--- config.mk ---
export PLATFORM = sky130hd
export DESIGN_NAME = cv32e40p_wb_port_arbiter
export DESIGN_NICKNAME = d
export VERILOG_FILES = /design/src/rtl/cv32e40p_wb_port_arbiter.sv
export SDC_FILE = /design/constraint.sdc
export NUM_CORES = 1
export LEC_CHECK = 0
export CAP_MARGIN = 30
export CELL_PAD_IN_SITES_DETAIL_PLACEMENT = 0
export CELL_PAD_IN_SITES_GLOBAL_PLACEMENT = 2
export CORE_ASPECT_RATIO = 0.75
export CORE_UTILIZATION = 44
export DETAILED_ROUTE_END_ITERATION = 12
export DONT_BUFFER_PORTS = 1
export HOLD_SLACK_MARGIN = 0.15
export PLACE_DENSITY = 0.89
export SLEW_MARGIN = 15
export SYNTH_ARGS = -nofsm -noshare
export SYNTH_HDL_FRONTEND = slang
export SYNTH_SLANG_ARGS = --single-unit
--- constraint.sdc ---
create_clock -name clk -period 4.9 [get_ports clk]
set_input_delay 0.98 -clock clk [delete_from_list [all_inputs] [get_ports clk]]
set_output_delay 0.98 -clock clk [all_outputs]
set_load 0.02 [all_outputs]
--- src/rtl/cv32e40p_wb_port_arbiter.sv ---
// Register-file write port B arbiter.
// Chooses one writer per cycle among LSU load data, buffered APU results
// and a same-cycle APU bypass. A small in-order FIFO holds APU results
// that lose to the LSU, and a starvation counter bounds their wait.
module cv32e40p_wb_port_arbiter #(
    parameter int unsigned DEPTH        = 2,
    parameter int unsigned ADDR_W       = 6,
    parameter int unsigned STARVE_LIMIT = 4
) (
    input  logic              clk,
    input  logic              rst,
    input  logic              lsu_we_i,
    input  logic [ADDR_W-1:0] lsu_waddr_i,
    input  logic [31:0]       lsu_wdata_i,
    output logic              lsu_stall_o,
    input  logic              apu_valid_i,
    input  logic [ADDR_W-1:0] apu_waddr_i,
    input  logic [31:0]       apu_wdata_i,
    output logic              apu_ready_o,
    output logic              regfile_we_o,
    output logic [ADDR_W-1:0] regfile_waddr_o,
    output logic [31:0]       regfile_wdata_o,
    output logic              contention_o,
    output logic [2:0]        buf_count_o,
    output logic              overflow_o
);

    localparam int unsigned PTR_W    = (DEPTH > 1) ? $clog2(DEPTH) : 1;
    localparam logic [2:0]  DEPTH_C  = 3'(DEPTH);
    localparam logic [3:0]  STARVE_C = 4'(STARVE_LIMIT);
    localparam logic [PTR_W-1:0] LAST_PTR = PTR_W'(DEPTH - 1);

    typedef enum logic [1:0] {
        SEL_NONE,
        SEL_LSU,
        SEL_HEAD,
        SEL_BYPASS
    } sel_e;

    logic [ADDR_W-1:0] r_addr_q [DEPTH];
    logic [31:0]       r_data_q [DEPTH];
    logic [PTR_W-1:0]  r_wptr;
    logic [PTR_W-1:0]  r_rptr;
    logic [2:0]        r_count;
    logic [3:0]        r_starve;
    logic              r_overflow;

    logic              w_has;
    logic              w_starved;
    logic              w_ready;
    logic              w_push;
    logic              w_pop;
    sel_e              w_sel;

    // Pointer advance with explicit wrap so non-power-of-two depths work.
    function automatic logic [PTR_W-1:0] ptr_next(input logic [PTR_W-1:0] p);
        return (p == LAST_PTR) ? '0 : p + PTR_W'(1);
    endfunction

    assign w_has     = (r_count != 3'd0);
    assign w_starved = w_has && (r_starve == STARVE_C);
    assign w_ready   = (r_count < DEPTH_C);

    // Priority selection of the single port-B writer for this cycle.
    always_comb begin
        w_sel = SEL_NONE;
        if (w_starved) begin
            w_sel = SEL_HEAD;
        end else if (lsu_we_i) begin
            w_sel = SEL_LSU;
        end else if (w_has) begin
            w_sel = SEL_HEAD;
        end else if (apu_valid_i) begin
            w_sel = SEL_BYPASS;
        end
    end

    assign w_pop  = (w_sel == SEL_HEAD);
    assign w_push = apu_valid_i && w_ready && (w_sel != SEL_BYPASS);

    // Port-B outputs; everything held quiet while reset is asserted.
    always_comb begin
        regfile_we_o    = 1'b0;
        regfile_waddr_o = '0;
        regfile_wdata_o = '0;
        lsu_stall_o     = 1'b0;
        contention_o    = 1'b0;
        if (!rst) begin
            lsu_stall_o  = lsu_we_i && (w_sel != SEL_LSU);
            contention_o = lsu_we_i && (w_has || apu_valid_i);
            case (w_sel)
                SEL_LSU: begin
                    regfile_we_o    = 1'b1;
                    regfile_waddr_o = lsu_waddr_i;
                    regfile_wdata_o = lsu_wdata_i;
                end
                SEL_HEAD: begin
                    regfile_we_o    = 1'b1;
                    regfile_waddr_o = r_addr_q[r_rptr];
                    regfile_wdata_o = r_data_q[r_rptr];
                end
                SEL_BYPASS: begin
                    regfile_we_o    = 1'b1;
                    regfile_waddr_o = apu_waddr_i;
                    regfile_wdata_o = apu_wdata_i;
                end
                default: begin
                    regfile_we_o = 1'b0;
                end
            endcase
        end
    end

    assign apu_ready_o = w_ready;
    assign buf_count_o = r_count;
    assign overflow_o  = r_overflow;

    // Buffer storage: payload needs no reset, validity comes from the count.
    always_ff @(posedge clk) begin
        if (w_push) begin
            r_addr_q[r_wptr] <= apu_waddr_i;
            r_data_q[r_wptr] <= apu_wdata_i;
        end
    end

    // FIFO pointers and occupancy.
    always_ff @(posedge clk or posedge rst) begin
        if (rst) begin
            r_wptr  <= '0;
            r_rptr  <= '0;
            r_count <= '0;
        end else begin
            if (w_push) begin
                r_wptr <= ptr_next(r_wptr);
            end
            if (w_pop) begin
                r_rptr <= ptr_next(r_rptr);
            end
            case ({w_push, w_pop})
                2'b10:   r_count <= r_count + 3'd1;
                2'b01:   r_count <= r_count - 3'd1;
                default: r_count <= r_count;
            endcase
        end
    end

    // Starvation counter: counts LSU wins while the buffer head waits.
    always_ff @(posedge clk or posedge rst) begin
        if (rst) begin
            r_starve <= '0;
        end else if (w_pop || !w_has) begin
            r_starve <= '0;
        end else if ((w_sel == SEL_LSU) && (r_starve != STARVE_C)) begin
            r_starve <= r_starve + 4'd1;
        end
    end

    // Sticky flag for APU results dropped on a full buffer.
    always_ff @(posedge clk or posedge rst) begin
        if (rst) begin
            r_overflow <= 1'b0;
        end else if (apu_valid_i && !w_ready) begin
            r_overflow <= 1'b1;
        end
    end

endmodule

==> results of run 1 <==
[final cells by class]
type / count / area [um2] / area share
clock buffer: 10 / 229 / 0.0467
clock inverter: 6 / 76.3 / 0.0156
inverter: 6 / 22.5 / 0.00459
multi-input combinational: 227 / 1740 / 0.355
sequential: 86 / 2530 / 0.516
tap: 132 / 165 / 0.0337
timing repair buffer: 11 / 138 / 0.0280
[where the power goes]
| group | leakage (nW) | internal [mW] | switching (mW) |
|---|---|---|---|
| clock network | 0.149 | 0.440 | 0.259 |
| registers | 0.808 | 0.908 | 0.146 |
| logic | 0.487 | 0.314 | 0.464 |
[worst max-delay path, stage by stage (launching register included)]
cell and delay, ns:
dfrtp_1 0.57, or3_2 0.92, o31ai_4 0.29, buf_4 0.43, a31oi_1 0.22
[metrics by stage]
| step | power, mW | area [um2] |
|---|---|---|
| floorplan | 1.66 | 4450 |
| global placement | 1.81 | 4520 |
| detailed placement | 1.85 | 4600 |
| CTS | 2.56 | 4910 |
| global route | 2.66 | 4910 |
| finish | 2.53 | 4910 |
[path summary, 6_finish.rpt]
kind	endpoint	slack, ns	depth (start not counted)
max	regfile_wdata_o[4]	1.15	4
min	r_starve[0]	0.51	1
max reg2reg	buf_count_o[1]	2.12	8
min reg2reg	r_starve[0]	0.51	1
max in group asynchronous	r_rptr	3.95	1
min in group asynchronous	buf_count_o[1]	0.56	1
[synthesized netlist by cell type, types with 2 or more instances]
cell type  count  share of area
nor3b_1        2         0.0034
nor3_1         4         0.0045
buf_2         13          0.015
edfxtp_1      76           0.51
o21ai_0        2         0.0023
mux2_2        39          0.099
xnor2_1        4         0.0079
o211ai_1      76           0.13
dfrtp_1       10          0.056
xor2_1         3         0.0059
ha_1           3         0.0084
nand3_1       39          0.044
clkbuf_1      25          0.021
buf_1          2         0.0017
a31oi_1       38          0.053
inv_1          6         0.0051
nor2_1         7         0.0059
[logic make-up after synthesis]
| logic type | share of synthesized area |
|---|---|
| AO/OA/AOI/OAI | 0.191 |
| XOR/XNOR | 0.0138 |
| adder cells (fa/ha/maj) | 0.0129 |
| buffers and inverters | 0.0467 |
| flip-flops | 0.569 |
| multiplexers | 0.0988 |
| AND/OR/NAND/NOR | 0.0673 |
[sequential cells by signal, summed over array words and instances (netlist names)]
register     flops
r_data_q        64
buf_count_o      3
r_starve         4
r_rptr           1
r_addr_q        12
r_wptr           1
overflow_o       1
[metal layers]
metal | vias up | share of wire | global-route usage
met4 | 0 | 0.0049 | 0.0315
met3 | 5 | 0.081 | 0.0746
li1 | 1414 | - | -
met2 | 127 | 0.45 | 0.320
met5 | - | 0 | 0
met1 | 1470 | 0.46 | 0.274
==> results list, run 1 <==
- The flow ran to the end, and the final reports show no timing, DRC or antenna violations.
- Critical path required time: 3.92 ns
- Shortest clock period the worst path allows after layout: 3.75 ns
- Relative to the synthesized area, the layout overhead comes to 10.4%.
* Tightest slew margin relative to the limit: 0.392
- Total Routing Usage GR: 0.202
- Floorplan die width: 118 um
* Critical Setup Path Class: flip-flop to primary output
- After synthesis, the share of flip-flops with an asynchronous set or reset is 0.116.
- In this run the critical register-to-register path is launched from r_starve[0].
- Number of warnings reported in the yosys synthesis log: 0
* Endpoint type of the worst setup path: primary output
- Setup violations remaining at the end of the flow were counted as 0.
- Total number of clock tree sinks: 86
- The net count of the finished layout is 425.
* Gates resized, CTS repair: 0
* Launch point of the critical path: buf_count_o[0]
- Post-DP HPWL: 6.85 mm
- The floorplan has 31 rows.
- Setup repair after global routing missed its margin: no
- After detailed routing, the average wire length per cell comes to 21.9 um.
* Post-route clock period utilization: 0.766
- Initial Util: 0.457
* Area of the core: 9740 um2
* Layout cells sized above 1: 0.205
* Number of remaining DRC errors: 0
* Drt first pass iters: 4
- Post-Syn Instances: 361
- CTS Hold Bufs: 0
- Across the run, the number of max-cap violations was 0.
- Post-synthesis sequential element count: 86
- The via count of the first global-routing pass is 2900.
- Area of the mapped netlist: 4450 um2
* Portion of the post-synthesis area used by sequential elements: 0.569
- Most frequent cells in the layout: 76 x o211ai_1, 76 x edfxtp_1, 39 x mux2_2, 39 x nand3_1, 38 x a31oi_1
* Final instance count without filler cells: 478
- CTS tree: yes
- Clock tree synthesis inserted a total of 9 buffers.
- Post-synth EDFFs: 76
- Leakage Power: 1.44 nW
- Sum of negative setup slack: 0 ns
- DP Cell Count: 462
- Synthesized netlist net count: 445
* Cell variety after synth: 29
- The root buffer cell chosen for the clock tree is clkbuf_16.
- Data arrival, critical path: 2.77 ns
* Number of antenna violations at the first check in global routing: 0
* Category of the worst setup path launch point: flip-flop
* CP max FO: 40
* Area enclosed by the die boundary: 10500 um2
- The H-tree was split into 3 levels.
- Maximum vdd drop: 0.472 mV
- 0 antenna diodes ended up in the layout.
- Detailed-route via count: 3016
* P per Cell Area: 516 nW/um2
* Fill cells: 861
* Slew at the pin closest to its max-slew limit: 0.910 ns
- During placement, the flow inserted port buffers numbering 0.
- Hold is met by 0.513 ns.
- The final hold violation count was 0.
- In this run the worst hold path is classified as flip-flop to flip-flop.
* Largest net degree at the start of global routing: 46
- Clock-pin slew was measured on the worst setup and hold paths at 0.06 ns.
- The worst hold path begins at r_starve[0].
- The floorplan step set the die height to 89.1 um.
- Crit path setup slack, layout: 1.15 ns
- Using the TritonRoute via totals, the vias-per-cell ratio works out to 6.31.
- Avg Cell Area, Syn: 12.3 um2
- Remaining global-route overflow: 0
- Global placer's final weighted congestion: 0.694
- Post-placement setup slack: 1.47 ns
* First-iteration detailed-routing DRC count: 87
* Maximum clock insertion buffer count: 2
* Boundary Pins: 126
- First-pass GRT wire length: 16.0 mm
- After clock tree synthesis, the setup repair step added 0 buffers.
- The count of pins over their slew limit is 0.
- Once layout is complete, the utilization of the core stands at 0.504.
- Clock skew on the completed layout was measured at 0.00599 ns.
- Wires add up to 10.5 mm.
- The later pin in the worst-skew pair is clocked with a latency of 0.34 ns.
- Based on the critical path, the design can be clocked at up to 266 MHz.
* Count of nets left with antenna violations after detail routing: 0
- In the synthesized netlist the dominant register cell turns out to be edfxtp_1.
No activity file was read; power rests on OpenSTA's default activity.
==> run 2, diff against run 1 <==
--- a/config.mk
+++ b/config.mk
@@ -9,11 +9,11 @@
 export CELL_PAD_IN_SITES_DETAIL_PLACEMENT = 0
 export CELL_PAD_IN_SITES_GLOBAL_PLACEMENT = 2
 export CORE_ASPECT_RATIO = 0.75
-export CORE_UTILIZATION = 44
+export CORE_UTILIZATION = 37
 export DETAILED_ROUTE_END_ITERATION = 12
 export DONT_BUFFER_PORTS = 1
 export HOLD_SLACK_MARGIN = 0.15
-export PLACE_DENSITY = 0.89
+export PLACE_DENSITY = 0.81
 export SLEW_MARGIN = 15
 export SYNTH_ARGS = -nofsm -noshare
 export SYNTH_HDL_FRONTEND = slang
==> constraint.sdc (replaced) <==
create_clock -name clk -period 3.3 [get_ports clk]
set_input_delay 0.66 -clock clk [delete_from_list [all_inputs] [get_ports clk]]
set_output_delay 0.66 -clock clk [all_outputs]
set_load 0.02 [all_outputs]
==> run 2 against run 1 <==
Net effect:
- critical path depth up 3
- via count up 4.1%
- non-clock buffer count up 27
- highest routed layer unchanged
- critical endpoint is now regfile_waddr_o[1]
- utilization down 5.9 points
- first-iteration DRC count up 56%
- combinational power up 68%
- register-to-register slack worse by 1.7 ns
- clock skew down 0.0031 ns
==> results list, run 2 (synthesis results as in run 1) <==
* Status: finished, final reports clean
- The number of buffers on the longest clock path was 2 (unchanged).
* Critical Setup Path Class: flip-flop to primary output
- The number of inserted diodes is 0 (unchanged).
* Final number of max-transition violations: 0 (unchanged)
* Critical path required time: 2.64 ns (-1.28 ns)
* Initial Util: 0.381 (-0.0753)
* Class of the most critical hold timing path: primary input to async pin
- Number of remaining DRC errors: 0 (unchanged)
- Sum of negative setup slack: 0 ns (unchanged)
* Final Hold Vio Count: 0 (unchanged)
- WL per Instance: 21.7 um (-1.0%)
* Detailed-route via count: 3139 (+4.1%)
- Among the stages of the critical path, the cell type that occurs most often is buf_4.
- Vias in the first global route: 3202 (+10%)
- The DRC marker count from the first detailed-route iteration was 136 (+56%).
- The total routing resource utilization after global routing is 0.195 (-0.00729).
- Routed WL: 11.6 mm (+11%)
* Final instance count without filler cells: 534 (+12%)
- The floorplan row count was 34 (+9.7%).
- The height of the chip was 96.9 um (+8.8%).
* Post-DP HPWL: 7.47 mm (+9.0%)
- Later-pin clock latency in the skew report: 0.34 ns (about the same)
- The number of setup violations in the final report was 0 (unchanged).
* Met2 Usage GRT: 0.311 (-0.00918)
* Leakage Power: 1.60 nW (+11%)
- The register with the most flip-flops in the final layout is r_data_q.
- The signal arrival time at the worst endpoint came to 2.47 ns (-0.30 ns).
* Endpoint type of the worst setup path: primary output
* Maximum cell stage delay along the critical path: 0.64 ns (-0.28 ns)
- Most frequent cells in the layout: 76 x o211ai_1, 76 x edfxtp_1, 39 x mux2_2, 39 x nand3_1, 38 x a31oi_1
- The placed instance area is 4800 um2 (+4.3%).
- Number of buffers inserted during clock tree synthesis: 9 (unchanged)
- The highest ir drop seen on vdd came to 0.372 mV (-21%).
* Remaining global-route overflow: 0 (unchanged)
- The count of TritonRoute iterations in the first routing pass was 4 (unchanged).
- Final #Nets: 452 (+6.4%)
- CP max FO: 30 (-25%)
- Largest registers ranked by flip-flop count: r_data_q: 64 flops, r_addr_q: 12 flops, r_starve: 4 flops
- The die footprint is 12500 um2 (+19%).
* Final design instance area without fill: 5180 um2 (+5.6%)
- Total number of clock tree sinks: 86 (unchanged)
* CTS Hold Bufs: 0 (unchanged)
- TritonCTS built the clock tree.
- CTS clock-pin slew for the worst setup and hold paths: 0.06 ns (about the same)
- Tightest slew margin relative to the limit: 0.500 (+0.108)
- The post-detailed-route count of antenna-violating nets came to 0 (unchanged).
* DP Cell Count: 519 (+12%)
- The worst reg2reg path depth came to 8 (unchanged).
- STA classifies the critical path startpoint as a flip-flop.
- The number of top-level design ports came to 126 (unchanged).
* Max-cap violations: 0 (unchanged)
* Flip-flop count of the largest register after layout: 64 (unchanged)
* FMAX: 319 MHz
* Cell with the biggest individual delay on the critical path: and3b_2
* Largest net degree at the start of global routing: 46 (unchanged)
- Master cell of the clock root buffer: clkbuf_16
* H-tree Lvls: 3 (unchanged)
* Setup repair after global routing missed its margin: no
* Cells traversed along the worst timing path: inv_1 > ha_1 > and3b_2 > buf_4 > o211ai_1 > a31oi_1 > buf_4
- Dividing the final minimum period by the clock period gives 0.949.
* P per Cell Area: 798 nW/um2 (+55%)
- Number of buffers added on ports: 0 (unchanged)
- Grt met3 use: 0.0625 (-0.0121)
- First-pass GRT wire length: 18.1 mm (+13%)
- Clock skew after layout: 0.00289 ns (-0.00310 ns)
- Post-CTS setup buffer count: 0 (unchanged)
- Shortest clock period the worst path allows after layout: 3.13 ns
- Slew at the pin closest to its max-slew limit: 0.750 ns (-0.160 ns)
* Floorplan die width: 129 um (+8.9%)
- The met1 capacity usage during global routing is 0.255 (-0.0186).
- The core box area is 11700 um2 (+20%).
* Most used routing layer: met2
- The initial antenna violation count came to 0 (unchanged).
* Syn-to-layout area delta: 16.6%
- The buffer and inverter count on the worst path is 3 (+2).
- The cell family contributing the most delay on the critical path is simple AND/OR/NAND/NOR gates.
* Total number of cells along the worst setup path: 7 (+3)
- Gates resized, CTS repair: 0 (unchanged)
- Layout cells sized above 1: 0.272 (+0.0663)
- Average via count per standard cell: 5.88 (-6.8%)
- The placer's final routability congestion estimate came to 0.748 (+7.9%).
run 2: cell count changes in the layout (fill, tap and decap cells not counted), moves of 2 or more:
cell       change
buf_4         +30
bufinv_16      +3
clkinv_1       -3
buf_16         -2
buf_8          -2
run 2: worst reg2reg max path, cell delays in order (launching register included):
cell,delay [ns]
dfrtp_1,0.57
nor3b_2,0.29
buf_4,0.39
o21ai_1,0.31
ha_1,0.34
fa_1,0.41
xnor2_1,0.19
nor2_1,0.07
xor2_1,0.14
run 2: per-stage QoR:
step | utilization | hold WS (ns) | setup slack [ns] | power, mW
after global placement | 0.412 | 0.490 | 0.549 | 2.84
after detailed placement | 0.412 | 0.515 | 0.451 | 2.87
after floorplan | - | 0.465 | -0.0381 | 2.47
final | 0.445 | 0.282 | 0.169 | 4.13
after CTS | 0.445 | 0.274 | 0.177 | 4.17
after global routing | 0.445 | 0.289 | 0.0437 | 4.32
run 2: worst paths after layout:
path,to,slack [ns],from
max in group asynchronous,r_rptr,2.85,rst
min,buf_count_o[1],0.28,rst
min in group clk,r_data_q[0][4],0.41,apu_wdata_i[4]
min reg2reg,r_starve[0],0.52,r_starve[0]
max,regfile_waddr_o[1],0.17,r_starve[0]
max reg2reg,buf_count_o[2],0.46,buf_count_o[1]
run 2: layer usage:
| layer | vias up | part of all wire |
|---|---|---|
| met5 | - | 0 |
| met4 | 0 | 0.015 |
| met3 | 14 | 0.075 |
| met2 | 137 | 0.46 |
| met1 | 1519 | 0.45 |
| li1 | 1469 | - |
run 2: cell type report:
type,count,area [um2]
Fill cell,1093,6470
Sequential cell,86,2530
Multi-Input combinational cell,227,1740
Timing Repair Buffer,38,298
Clock buffer,9,225
Tap cell,162,203
Clock inverter,6,159
Inverter,6,22.5
run 2: power by group:
part | total [mW] | internal (mW) | switching [mW]
Sequential | 1.52 | 1.35 | 0.175
Combinational | 1.31 | 0.526 | 0.786
Clock | 1.30 | 0.890 | 0.409
==> run 3, diff against run 2 <==
==> constraint.sdc (replaced) <==
create_clock -name clk -period 3.3 [get_ports clk]
set_input_delay 0.66 -clock clk [delete_from_list [all_inputs] [get_ports clk]]
set_output_delay 0.66 -clock clk [all_outputs]
set_load 0.05 [all_outputs]
==> run 3 against run 2 <==
Net effect:
- clock power shrank 23%
- design area grew 2.8%
- maximum frequency grew 4.5%
- setup slack gained 0.13 ns
- global-route usage shrank 0.31 points
- total power grew 1.6%
- wire length shrank 2.1%
- clock skew grew 0.0018 ns
- highest routed layer unchanged
==> results list, run 3 (synthesis results as in run 1) <==
- The number of cells in the finished layout apart from fillers was 562 (+5.2%).
- Minimum setup slack among reg-to-reg paths: 0.69 ns (+0.23 ns)
- Master cell of the clock root buffer: clkbuf_16
- Number of buffers added on ports: 0 (unchanged)
- The total routing resource utilization after global routing came to 0.192 (-0.00313).
- Layout cells sized above 1: 0.323 (+0.0510)
- Largest net degree at the start of global routing: 46 (unchanged)
- The post-route worst hold slack is 0.306 ns (+0.0240 ns).
- The power per cell area came to 789 nW/um2 (-1.1%).
- The initial antenna violation count is 0 (unchanged).
- The internal power consumption was 2.56 mW (-7.3%).
* Number of remaining DRC errors: 0 (unchanged)
- Reg with most FFs: r_data_q
- Drt first pass iters: 4 (unchanged)
* Power share of the sequential group: 0.346 (-0.022)
- Remaining global-route overflow: 0 (unchanged)
* Reg2reg start: buf_count_o[0]
- Final antenna diode count: 0 (unchanged)
- Final #Nets: 479 (+6.0%)
- Category of the worst setup path launch point: flip-flop
- The floorplan row count is 34 (unchanged).
- The portion of total power attributed to the clock network came to 0.239 (-0.075).
- Die extent in y: 96.9 um (unchanged)
* Fill cells: 1093 (unchanged)
- Number of buffers inserted during clock tree synthesis: 9 (unchanged)
* Detailed-route via count: 3163 (+0.76%)
- Post-route clock period utilization: 0.908 (-0.0406)
- Status: finished, final reports clean
* Largest registers ranked by flip-flop count: r_data_q: 64 flops, r_addr_q: 12 flops, r_starve: 4 flops
* Clock skew after layout: 0.00471 ns (+0.00181 ns)
* Endpoint of the lowest-slack register-to-register path: buf_count_o[2]
- The number of setup violations in the final report is 0 (unchanged).
- The post-place setup slack came to 0.332 ns (-0.119 ns).
- Initial Util: 0.381 (unchanged)
- CTS clock-pin slew for the worst setup and hold paths: 0.06 ns (about the same)
- DP Cell Count: 544 (+4.8%)
- The maximum net fanout on the critical path was 19 (-37%).
- TritonCTS built the clock tree.
* Endpoint type of the worst setup path: primary output
* Most frequent cells in the layout: 76 x o211ai_1, 76 x edfxtp_1, 62 x buf_4, 39 x mux2_2, 39 x nand3_1
- The total power after layout came to 4.20 mW (+1.6%).
- The critical path in this run is classified as flip-flop to primary output.
- The number of buffers on the longest clock path came to 2 (unchanged).
- Area of the core: 11700 um2 (unchanged)
- Final design instance area without fill: 5330 um2 (+2.8%)
- Data arrival, critical path: 2.34 ns (-0.13 ns)
* Critical path required time: 2.64 ns (about the same)
- Routed WL: 11.3 mm (-2.1%)
* Floorplan die width: 129 um (unchanged)
- CTS Hold Bufs: 0 (unchanged)
- The tightest slew margin relative to the limit was 0.420 (-0.0805).
* Average via count per standard cell: 5.63 (-4.3%)
- The average wire per standard cell is 20.2 um (-7.0%).
- The fmax was 334 MHz (+4.5%).
* Boundary Pins: 126 (unchanged)
* Max-cap violations: 0 (unchanged)
- The switching share of power came to 0.390 (+0.0585).
* Sum of negative setup slack: 0 ns (unchanged)
- The DRC marker count from the first detailed-route iteration is 173 (+27%).
- The combinational cell fraction of total power is 0.416 (+0.099).
- The placed wire-length estimate came to 7.66 mm (+2.5%).
- The placed instance area was 5010 um2 (+4.4%).
- The total leakage power came to 1.70 nW (+5.7%).
- The depth of the CTS H-tree was 3 (unchanged).
- Area enclosed by the die boundary: 12500 um2 (unchanged)
- The worst reg2reg path depth is 9 (+1).
- The post-detailed-route count of antenna-violating nets came to 0 (unchanged).
- Sw Pwr: 1.64 mW (+20%)
- Vias in the first global route: 3145 (-1.8%)
- Final Hold Vio Count: 0 (unchanged)
- The later-pin clock latency in the skew report is 0.34 ns (about the same).
- Relative to the synthesized area, the layout overhead comes to 19.8%.
- Class of the most critical hold timing path: primary input to async pin
- The number of clock sinks was 86 (unchanged).
- The count of pins over their slew limit came to 0 (unchanged).
* Flip-flop count of the largest register after layout: 64 (unchanged)
* First-pass GRT wire length: 17.8 mm (-1.8%)
- The final core area utilization came to 0.457 (+0.0122).
- Setup repair after global routing missed its margin: no
- Maximum vdd drop: 0.382 mV (+2.8%)
- The minimum period implied by the final worst setup slack was 3.00 ns (-0.134 ns).
- The placer's final routability congestion estimate came to 0.727 (-2.9%).
- Crit path setup slack, layout: 0.303 ns (+0.134 ns)
- The pin slew with the least headroom to its limit is 0.867 ns (+0.118 ns).
==> run 3: power groups by stage <==
stage | logic (mW) | registers, mW | clock network, mW
6_report | 1.75 | 1.45 | 1.00
5_1_grt | 1.87 | 1.47 | 1.06
4_1_cts | 1.76 | 1.45 | 1.02
3_5_place_dp | 1.76 | 1.48 | 0
3_3_place_gp | 1.75 | 1.47 | 0
2_1_floorplan | 1.23 | 1.51 | 0
==> run 3: worst max-delay path by stage <==
stage	start	to	slack, ns
5_1_grt	buf_count_o[0]	regfile_wdata_o[23]	0.19
6_report	buf_count_o[0]	regfile_wdata_o[23]	0.30
3_5_place_dp	buf_count_o[0]	regfile_wdata_o[23]	0.33
3_3_place_gp	buf_count_o[0]	regfile_wdata_o[24]	0.38
4_1_cts	buf_count_o[0]	regfile_wdata_o[23]	0.27
2_1_floorplan	buf_count_o[1]	r_addr_q[0][0]	-0.11
==> run 3: layer usage <==
metal  share of wire  track usage  up-vias
li1                -            -     1517
met1            0.46        0.261     1536
met2            0.47        0.304      101
met3           0.063       0.0503        9
met4          0.0095       0.0471        0
met5               0            0        -
==> run 3: area by class of cell <==
class | instances | area [um2] | share of cell area
tap | 162 | 203 | 0.0381
clock inverter | 7 | 73.8 | 0.0139
inverter | 6 | 22.5 | 0.00423
clock buffer | 9 | 225 | 0.0423
sequential | 86 | 2530 | 0.476
timing repair buffer | 65 | 526 | 0.0987
multi-input combinational | 227 | 1740 | 0.327
==> run 3: repair_timing <==
item / 4_1_cts / 5_1_grt
buffers inserted: 2 / 0
resized for setup: 0 / 0
endpoints found under the setup margin: 21 / 0
==> run 3: critical path, stage by stage, from the launching register on <==
cell	delay, ns
dfrtp_1	0.38
buf_4	0.22
nor2_4	0.54
buf_4	0.28
nand3_1	0.10
a31oi_1	0.23
buf_4	0.24
